**config.mk**
```make
export PLATFORM = sky130hd
export DESIGN_NAME = sound_sched
export DESIGN_NICKNAME = d
export VERILOG_FILES = /design/src/rtl/sound_sched_pkg.sv /design/src/rtl/sound_sched_frame_tick.sv /design/src/rtl/sound_sched.sv
export SDC_FILE = /design/constraint.sdc
export NUM_CORES = 1
export LEC_CHECK = 0
export CAP_MARGIN = 15
export CORE_MARGIN = 8
export CORE_UTILIZATION = 55
export DETAILED_ROUTE_END_ITERATION = 8
export PLACE_DENSITY = 0.77
export SLEW_MARGIN = 20
export SYNTH_ARGS = -nofsm -noshare
export SYNTH_HDL_FRONTEND = slang
export SYNTH_SLANG_ARGS = --single-unit
```
**constraint.sdc**
```tcl
create_clock -name Clk -period 2.18 [get_ports Clk]
set_input_delay 0.218 -clock Clk [delete_from_list [all_inputs] [get_ports Clk]]
set_output_delay 0.218 -clock Clk [all_outputs]
set_load 0.03 [all_outputs]
```
**src/rtl/sound_sched_pkg.sv**
```systemverilog
// Shared types and constants for the sound scheduler: state encoding,
// SoundSelect codes and default frame counts.
package sound_pkg;

    localparam int unsigned COIN_FRAMES_DEF = 12;
    localparam int unsigned END_FRAMES_DEF  = 180;
    localparam int unsigned QDEPTH_DEF      = 3;

    typedef enum logic [1:0] {
        ST_IDLE = 2'd0,
        ST_COIN = 2'd1,
        ST_WIN  = 2'd2,
        ST_LOSE = 2'd3
    } state_t;

    localparam logic [2:0] SND_SILENCE = 3'b000;
    localparam logic [2:0] SND_LOSE    = 3'b001;
    localparam logic [2:0] SND_WIN     = 3'b010;
    localparam logic [2:0] SND_COIN    = 3'b100;

    function automatic int unsigned max_u(input int unsigned a, input int unsigned b);
        return (a > b) ? a : b;
    endfunction

    function automatic logic [2:0] state_code(input state_t s);
        logic [2:0] code;
        case (s)
            ST_COIN: code = SND_COIN;
            ST_WIN:  code = SND_WIN;
            ST_LOSE: code = SND_LOSE;
            default: code = SND_SILENCE;
        endcase
        return code;
    endfunction

endpackage

```
**src/rtl/sound_sched_frame_tick.sv**
```systemverilog
// Brings the vertical-sync frame clock into the Clk domain and emits a
// single-cycle tick on each of its rising edges.
module frame_tick (
    input  logic Clk,
    input  logic Reset,
    input  logic frame_clk,
    output logic tick
);

    logic       sync1;
    logic       sync2;
    logic       sync2_d;
    logic [2:0] fill;

    always_ff @(posedge Clk or posedge Reset) begin
        if (Reset) begin
            sync1   <= 1'b0;
            sync2   <= 1'b0;
            sync2_d <= 1'b0;
            fill    <= '0;
        end else begin
            sync1   <= frame_clk;
            sync2   <= sync1;
            sync2_d <= sync2;
            fill    <= {fill[1:0], 1'b1};
        end
    end

    // Suppress ticks until every stage holds a real sample, so a frame_clk
    // already high at reset release is not mistaken for an edge.
    assign tick = fill[2] & sync2 & ~sync2_d;

endmodule

```
**src/rtl/sound_sched.sv**
```systemverilog
// Sound scheduler: arbitrates coin chimes and win/lose jingles onto SoundSelect.
// Define SOUND_SCHED_COIN_QUEUE_EN to queue coin requests made while a chime plays.
module sound_sched
    import sound_pkg::*;
#(
    parameter int unsigned COIN_FRAMES = COIN_FRAMES_DEF,
    parameter int unsigned END_FRAMES  = END_FRAMES_DEF,
    parameter int unsigned QDEPTH      = QDEPTH_DEF
) (
    input  logic       Clk,
    input  logic       Reset,
    input  logic       frame_clk,
    input  logic       coin_collide,
    input  logic [4:0] status,
    output logic [2:0] SoundSelect,
    output logic       busy,
    output logic [1:0] pending
);

    localparam int unsigned TW = $clog2(max_u(COIN_FRAMES, END_FRAMES)) + 1;
    localparam logic [TW-1:0] COIN_LOAD = TW'(COIN_FRAMES);
    localparam logic [TW-1:0] END_LOAD  = TW'(END_FRAMES);
    localparam logic [2:0]    QMAX      = 3'(QDEPTH);
`ifdef SOUND_SCHED_COIN_QUEUE_EN
    localparam bit QUEUE_EN = 1'b1;
`else
    localparam bit QUEUE_EN = 1'b0;
`endif

    state_t      state, n_state;
    logic [TW-1:0] timer, n_timer;
    logic [1:0]  n_pend;
    logic [2:0]  pend_sum;
    logic        n_gap;
    logic        tick, expire;
    logic        armed, coin_d;
    logic [1:0]  st_d;
    logic        coin_rise, win_rise, lose_rise, win_fall, lose_fall;
    logic        status_unused;

    frame_tick u_frame_tick (
        .Clk       (Clk),
        .Reset     (Reset),
        .frame_clk (frame_clk),
        .tick      (tick)
    );

    assign status_unused = ^status[4:2];

    // armed masks the first post-reset cycle so held-high inputs are not edges
    assign coin_rise = armed & coin_collide & ~coin_d;
    assign win_rise  = armed & status[1] & ~st_d[1];
    assign lose_rise = armed & status[0] & ~st_d[0];
    assign win_fall  = st_d[1] & ~status[1];
    assign lose_fall = st_d[0] & ~status[0];
    assign expire    = tick && (timer <= TW'(1));

    function automatic logic [1:0] sat(input logic [2:0] v);
        return (v > QMAX) ? QMAX[1:0] : v[1:0];
    endfunction

    always_comb begin
        n_state  = state;
        n_timer  = timer;
        n_pend   = pending;
        n_gap    = 1'b0;
        pend_sum = {1'b0, pending} + {2'b00, coin_rise & QUEUE_EN};
        if (lose_rise) begin
            n_state = ST_LOSE;
            n_timer = END_LOAD;
            n_pend  = '0;
        end else if (win_rise) begin
            n_state = ST_WIN;
            n_timer = END_LOAD;
            n_pend  = '0;
        end else begin
            case (state)
                ST_IDLE: begin
                    if (pending != '0) begin
                        n_state = ST_COIN;
                        n_timer = COIN_LOAD;
                        n_pend  = sat(pend_sum - 3'd1);
                    end else if (coin_rise) begin
                        n_state = ST_COIN;
                        n_timer = COIN_LOAD;
                    end
                end
                ST_COIN: begin
                    n_pend = sat(pend_sum);
                    if (!QUEUE_EN && coin_rise) begin
                        n_timer = COIN_LOAD;
                    end else if (expire) begin
                        if (pend_sum != '0) begin
                            n_timer = COIN_LOAD;
                            n_pend  = sat(pend_sum - 3'd1);
                            n_gap   = 1'b1;
                        end else begin
                            n_state = ST_IDLE;
                            n_timer = '0;
                        end
                    end else if (tick) begin
                        n_timer = timer - TW'(1);
                    end
                end
                ST_WIN: begin
                    if (win_fall || expire) begin
                        n_state = ST_IDLE;
                        n_timer = '0;
                    end else if (tick) begin
                        n_timer = timer - TW'(1);
                    end
                end
                ST_LOSE: begin
                    if (lose_fall || expire) begin
                        n_state = ST_IDLE;
                        n_timer = '0;
                    end else if (tick) begin
                        n_timer = timer - TW'(1);
                    end
                end
                default: begin
                    n_state = ST_IDLE;
                    n_timer = '0;
                    n_pend  = '0;
                end
            endcase
        end
    end

    always_ff @(posedge Clk or posedge Reset) begin
        if (Reset) begin
            state       <= ST_IDLE;
            timer       <= '0;
            pending     <= '0;
            SoundSelect <= SND_SILENCE;
            armed       <= 1'b0;
            coin_d      <= 1'b0;
            st_d        <= '0;
        end else begin
            state       <= n_state;
            timer       <= n_timer;
            pending     <= n_pend;
            SoundSelect <= n_gap ? SND_SILENCE : state_code(n_state);
            armed       <= 1'b1;
            coin_d      <= coin_collide;
            st_d        <= status[1:0];
        end
    end

    assign busy = (state != ST_IDLE);

endmodule

```
==> results.sh, run 1 <==
export IMPL_r2r_start="timer[3]$_DFFE_PP0P_"
export IMPL_via_per_inst=6.05
export IMPL_hold_violations=0
export IMPL_critPathRequiredTime_ps=1960
export IMPL_ys_flop_type="dfrtp_1"
export IMPL_core_area_mm2=0.00245
export IMPL_synth_edf_count=0
export IMPL_yosysSeqAreaShare_pct=44.6
export IMPL_synth_area_leader_cell="dfrtp_1"
export IMPL_setup_worst_path_class="register to output pin"
export IMPL_endpoint="busy"
export IMPL_rr_endpoint="pending[1]$_DFFE_PP0P_"
export IMPL_cts_sinks=25
export IMPL_synth_commonest_cells="dfrtp_1 (25), nor2_1 (19), nand2_1 (11)"
export IMPL_synth_cell_types=46
export IMPL_cts_buffer_depth=2
export IMPL_drt_pass1_iter_count=4
export IMPL_cp_depth=3
export IMPL_grt_ovfl_total=0
export IMPL_hp_class="input pin to async pin"
export IMPL_drc=0
export IMPL_critPathLaunchType="register"
export IMPL_die_area_mm2=0.00442
export IMPL_clk_pin_slew_ps=130
export IMPL_die_w_um=66.5
export IMPL_instances_no_fill=196
export IMPL_cp_max_fo=13
export IMPL_yosys_top_cells_area="dfrtp_1 (45%), nor2_1 (5.1%), ha_1 (4.5%)"
export IMPL_path_buf_inv=2
export IMPL_post_cts_repair_setup_buffers=0
export IMPL_avgSynthCellArea_um2=9.24
export IMPL_p_leak_nw=0.668
export IMPL_synth_nets=166
export IMPL_finalPower_mw=1.85
export IMPL_grt_pass1_wl_um=5120
export IMPL_rsz0062_at_grt="false"
export IMPL_htree_levels=1
export IMPL_placementRows=18
export IMPL_grt_pass1_vias=1163
export IMPL_yosysWarnings=0
export IMPL_crit_slowest_cell="clkdlybuf4s50_1"
export IMPL_async_flop_share_pct=100
export IMPL_design_area_mm2=0.00159
export IMPL_critPathArrivalTime_ps=1840
export IMPL_cpLargestDelayFamily="buffers and inverters"
export IMPL_synthCells=152
export IMPL_cp_startpoint="state[1]$_DFF_PP0_"
export IMPL_fin_skew_ps=4.25
export IMPL_syn2layout_area_growth_pct=13.1
export IMPL_fmax_mhz=486
export IMPL_finalCritPeriodShare_pct=94.4
export IMPL_r2r_slack_ps=140
export IMPL_fp_dieH_um=66.5
export IMPL_io_buffers=11
export IMPL_reg2reg_depth=6
export IMPL_ctsHoldBuffers=0
export IMPL_num_vias=1185
export IMPL_finalSetupTns_ps=0
export IMPL_place_hpwl_um=2150
export IMPL_io_pins=15
export IMPL_synth_top_cell_area_share_pct=44.6
export IMPL_yosys_cell_count_top_type="dfrtp_1"
export IMPL_antenna_left=0
export IMPL_dp_cells=192
export IMPL_powerDensity_mw_per_mm2=1160
export IMPL_wl_um=2930
export IMPL_path_cells="nor2_1 -> inv_1 -> clkdlybuf4s50_1"
export IMPL_num_antenna_cells=0
export IMPL_dpl_cell_area_mm2=0.00156
export IMPL_wire_per_inst_um=14.9
export IMPL_outcome="complete, no violations"
export IMPL_drtIter0Drc=86
export IMPL_max_cap_viol_count=0
export IMPL_setup_violations=0
export IMPL_end_kind="output pin"
export IMPL_nets=181
export IMPL_drive_gt1_share_pct=10.8
export IMPL_start_util_pct=57.2
export IMPL_cts_tree="yes"
export IMPL_cts_root_buf="clkbuf_4"
export IMPL_ys_seq_elements=25
export IMPL_final_core_util_pct=64.7
export IMPL_track_usage_pct=14.9
export IMPL_grt_max_degree=25
export IMPL_syn_area_mm2=0.00140
export IMPL_slew_violations=0
export IMPL_fin_crit_ps=2060
export IMPL_globalplace_congestion=0.856
export IMPL_antenna_found_initial=0
export IMPL_cp_slowest_stage_delay_ps=680
export IMPL_cts_buffers_inserted=3
export IMPL_clock_latency_ps=320
export IMPL_ir_drop_mv=1.13
## per-stage QoR
stage / setup slack [ps] / hold slack [ps]
detailed placement: 75.9 / 338
floorplan: 204 / 245
finish: 122 / 30.4
global placement: 85.4 / 332
CTS: 110 / 14.8
global route: 3.52 / 10.2
## final cells by class
cell class,instances,area (um2)
Multi-Input combinational cell,115,726
Tap cell,30,37.5
Clock inverter,1,5.00
Inverter,7,26.3
Sequential cell,25,627
Clock buffer,3,22.5
Timing Repair Buffer,15,144
Fill cell,214,867
## flip-flops by register name, indices dropped and copies added (netlist names)
name	cells
timer	9
SoundSelect	3
u_frame_tick.fill	3
pending	2
st_d	2
state	2
coin_d	1
u_frame_tick.sync1	1
u_frame_tick.sync2	1
u_frame_tick.sync2_d	1
## cells in the final DEF (no fill, tap or decap), types with 2 or more instances in the layout
master	netlist	layout
nand3b_1	5	5
nor4_1	4	4
a21oi_1	9	9
clkbuf_4	0	3
o41ai_1	3	3
buf_4	0	3
nand2_1	11	11
nor3_1	7	7
nand2b_1	3	3
dfrtp_1	25	24
a22oi_1	4	4
nor2_1	19	19
nor2b_1	6	6
and2_1	2	2
nand3_1	4	4
clkdlybuf4s50_1	0	11
o21ai_0	7	7
ha_1	5	5
inv_1	6	6
## power by group
part	leakage [nW]	internal [mW]	switching, mW
Sequential	0.307	0.582	0.145
Combinational	0.343	0.396	0.524
Clock	0.0177	0.0687	0.132
Total	0.668	1.05	0.801
## cell families (layout without fill, tap and decap cells)
kind of cell / after synthesis / after routing / share of synthesized area, %
AND/OR/NAND/NOR: 72 / 72 / 29.1
AO/OA/AOI/OAI: 36 / 36 / 17.2
flip-flops: 25 / 25 / 44.6
buffers and inverters: 12 / 26 / 3.74
adder cells (fa/ha/maj): 5 / 5 / 4.46
other: 1 / 1 / 0.267
multiplexers: 1 / 1 / 0.713
## per-layer routing
layer	share of wire [%]	track usage [%]	up-vias
met1	44	17.9	576
met5	0	0	-
met4	2.3	9.07	0
met3	4.2	3.36	7
met2	49	23.8	26
li1	-	-	576
## worst reg2reg max path, stage by stage, from the launching register on
cell     delay [ps]
dfrtp_1         450
or4_4           560
nor4b_4         230
buf_6           170
nand3_2          80
a211o_1         290
a31oi_1         180
## worst min path at each step
stage / start / cells past startpoint / endpoint / slack, ps
2_1_floorplan: Reset / 1 / SoundSelect[0]$_DFF_PP0_ / 250
5_1_grt: Reset / 2 / u_frame_tick.fill[0]$_DFF_PP0_ / 10
3_5_place_dp: u_frame_tick.fill[1]$_DFF_PP0_ / 0 / u_frame_tick.fill[2]$_DFF_PP0_ / 340
6_report: Reset / 2 / u_frame_tick.fill[0]$_DFF_PP0_ / 30
4_1_cts: Reset / 2 / u_frame_tick.fill[0]$_DFF_PP0_ / 10
3_3_place_gp: u_frame_tick.sync1$_DFF_PP0_ / 0 / u_frame_tick.sync2$_DFF_PP0_ / 330
## timing repair
action	in CTS	in global routing
gates resized for setup	0	2
endpoints found under the setup margin	0	1
hold endpoints to repair	0	0
No activity file was read; power rests on OpenSTA's default activity.
==> run 2: changes to the inputs <==
- CORE_UTILIZATION: 55 -> 59
- PLACE_DENSITY: 0.77 -> 0.82
- REMOVE_ABC_BUFFERS: unset -> 1
- clock period: 2.18 -> 2.4 ns (I/O delays scaled with it)
==> run 2 against run 1 <==
  * Flip-flop and latch count stayed put
  * Count of clock-buffer cells in the layout stayed put
  * Wire length is 7.0% higher
  * Sequential share of layout area is 0.30 points higher
  * Via count hardly changed
  * Largest power group unchanged
  * Utilization is 5.7 points higher
==> results.sh, run 2 (synthesis results as in run 1) <==
export IMPL_outcome="complete, no violations"
export IMPL_slew_violations=0
export IMPL_instances_no_fill=193
export IMPL_wl_um=3130
export IMPL_track_usage_pct=15.9
export IMPL_switching_share_pct=43.9
export IMPL_ir_drop_mv=0.762
export IMPL_top_register="timer"
export IMPL_top_regs="timer (9), SoundSelect (3), u_frame_tick.fill (3)"
export IMPL_critPathLaunchType="register"
export IMPL_drt_pass1_iter_count=4
export IMPL_grt_pass1_vias=1282
export IMPL_final_common_cell="dfrtp_1"
export IMPL_clk_pin_slew_ps=140
export IMPL_antenna_left=0
export IMPL_htree_levels=1
export IMPL_fmax_mhz=479
export IMPL_critPathArrivalTime_ps=2330
export IMPL_num_vias=1184
export IMPL_globalplace_congestion=0.882
export IMPL_wire_per_inst_um=16.2
export IMPL_placementRows=17
export IMPL_io_buffers=11
export IMPL_setup_worst_path_class="register to register"
export IMPL_antenna_found_initial=0
export IMPL_seqPwrFrac_pct=38.8
export IMPL_drtIter0Drc=71
export IMPL_holdWs_ps=259
export IMPL_cts_root_buf="clkbuf_4"
export IMPL_multiInputGateArea_um2=726
export IMPL_dp_cells=189
export IMPL_hp_class="input pin to async pin"
export IMPL_drive_gt1_share_pct=9.70
export IMPL_p_comb_share_pct=50.3
export IMPL_nFillCells=184
export IMPL_fin_skew_ps=11.3
export IMPL_ctsResizeCount=0
export IMPL_fin_crit_ps=2090
export IMPL_internal_power_mw=0.949
export IMPL_die_w_um=64.8
export IMPL_cts_tree="yes"
export IMPL_p_clk_share_pct=10.9
export IMPL_grt_pass1_wl_um=5440
export IMPL_place_hpwl_um=2330
export IMPL_cts_buffer_depth=2
export IMPL_r2r_slack_ps=310
export IMPL_die_area_mm2=0.00420
export IMPL_finalPower_mw=1.69
export IMPL_nets=180
export IMPL_regArea_um2=626
export IMPL_via_per_inst=6.13
export IMPL_powerDensity_mw_per_mm2=1080
export IMPL_syn2layout_area_growth_pct=12.0
export IMPL_critPathRequiredTime_ps=2650
export IMPL_p_leak_nw=0.664
export IMPL_finalCritPeriodShare_pct=87.0
export IMPL_rsz0062_at_grt="false"
export IMPL_largest_register_ff_count=9
export IMPL_max_cap_viol_count=0
export IMPL_grt_max_degree=26
export IMPL_cts_buffers_inserted=3
export IMPL_start_util_pct=62.9
export IMPL_final_core_util_pct=70.4
export IMPL_finalSetupTns_ps=0
export IMPL_fp_dieH_um=64.8
export IMPL_cp_max_fo=10
export IMPL_setup_violations=0
export IMPL_cts_sinks=25
export IMPL_grt_ovfl_total=0
export IMPL_hold_violations=0
export IMPL_io_pins=15
export IMPL_final_cell_mix="dfrtp_1 (25), nor2_1 (19), nand2_1 (11), clkdlybuf4s50_1 (11), a21oi_1 (9)"
export IMPL_post_cts_repair_setup_buffers=0
export IMPL_drc=0
export IMPL_power_switching_mw=0.743
export IMPL_clock_latency_ps=310
export IMPL_num_antenna_cells=0
export IMPL_end_kind="register"
export IMPL_core_area_mm2=0.00223
export IMPL_ctsHoldBuffers=0
run 2: final cells by class:
class | count | share of cell area [%]
Multi-Input combinational cell | 115 | 46.1
Sequential cell | 25 | 39.8
Timing Repair Buffer | 14 | 8.43
Tap cell | 28 | 2.23
Inverter | 7 | 1.67
Clock buffer | 3 | 1.43
Clock inverter | 1 | 0.318
run 2: metal layers:
layer  GRT usage [%]  vias to the layer above  share of wire (%)
met5               0                        -                  0
met4            6.54                        0                1.0
met3            3.09                        4                4.0
met2            29.3                       28                 54
met1            17.3                      580                 41
li1                -                      572                  -
run 2: worst paths after layout:
kind                                           startpoint                             end  depth (start not counted)
max in group asynchronous                           Reset              state[1]$_DFF_PP0_                          3
hold reg to reg            u_frame_tick.fill[1]$_DFF_PP0_  u_frame_tick.fill[2]$_DFF_PP0_                          0
setup / recovery                     timer[3]$_DFFE_PP0P_          pending[1]$_DFFE_PP0P_                          6
min in group Clk           u_frame_tick.fill[1]$_DFF_PP0_  u_frame_tick.fill[2]$_DFF_PP0_                          0
setup reg to reg                     timer[3]$_DFFE_PP0P_          pending[1]$_DFFE_PP0P_                          6
hold / removal                                      Reset            timer[5]$_DFFE_PP0P_                          3
run 2: critical path: stages, from the launching register on:
cell	delay (ps)
dfrtp_1	460
or4_4	580
nor4b_4	220
buf_4	220
nand3_2	80
a211o_1	300
a31oi_1	160
run 2: power groups by stage:
stage	Clock [mW]	Combinational, mW	Sequential [mW]
5_1_grt	0.209	0.933	0.676
4_1_cts	0.191	0.844	0.654
6_report	0.185	0.850	0.656
3_3_place_gp	0	0.804	0.651
3_5_place_dp	0	0.838	0.665
2_1_floorplan	0	0.521	0.718
run 2: through the flow:
| step | setup WS [ps] | cell area, um2 |
|---|---|---|
| global placement | 263 | 1550 |
| detailed placement | 192 | 1550 |
| CTS | 319 | 1570 |
| floorplan | 424 | 1380 |
| finish | 311 | 1570 |
| global route | 190 | 1570 |
==> run 3: changes to the inputs <==
- CTS_CLUSTER_DIAMETER: unset -> 30
==> results of run 3 <==
Same layout as run 2: the final DEF is identical, and so are final timing and power.
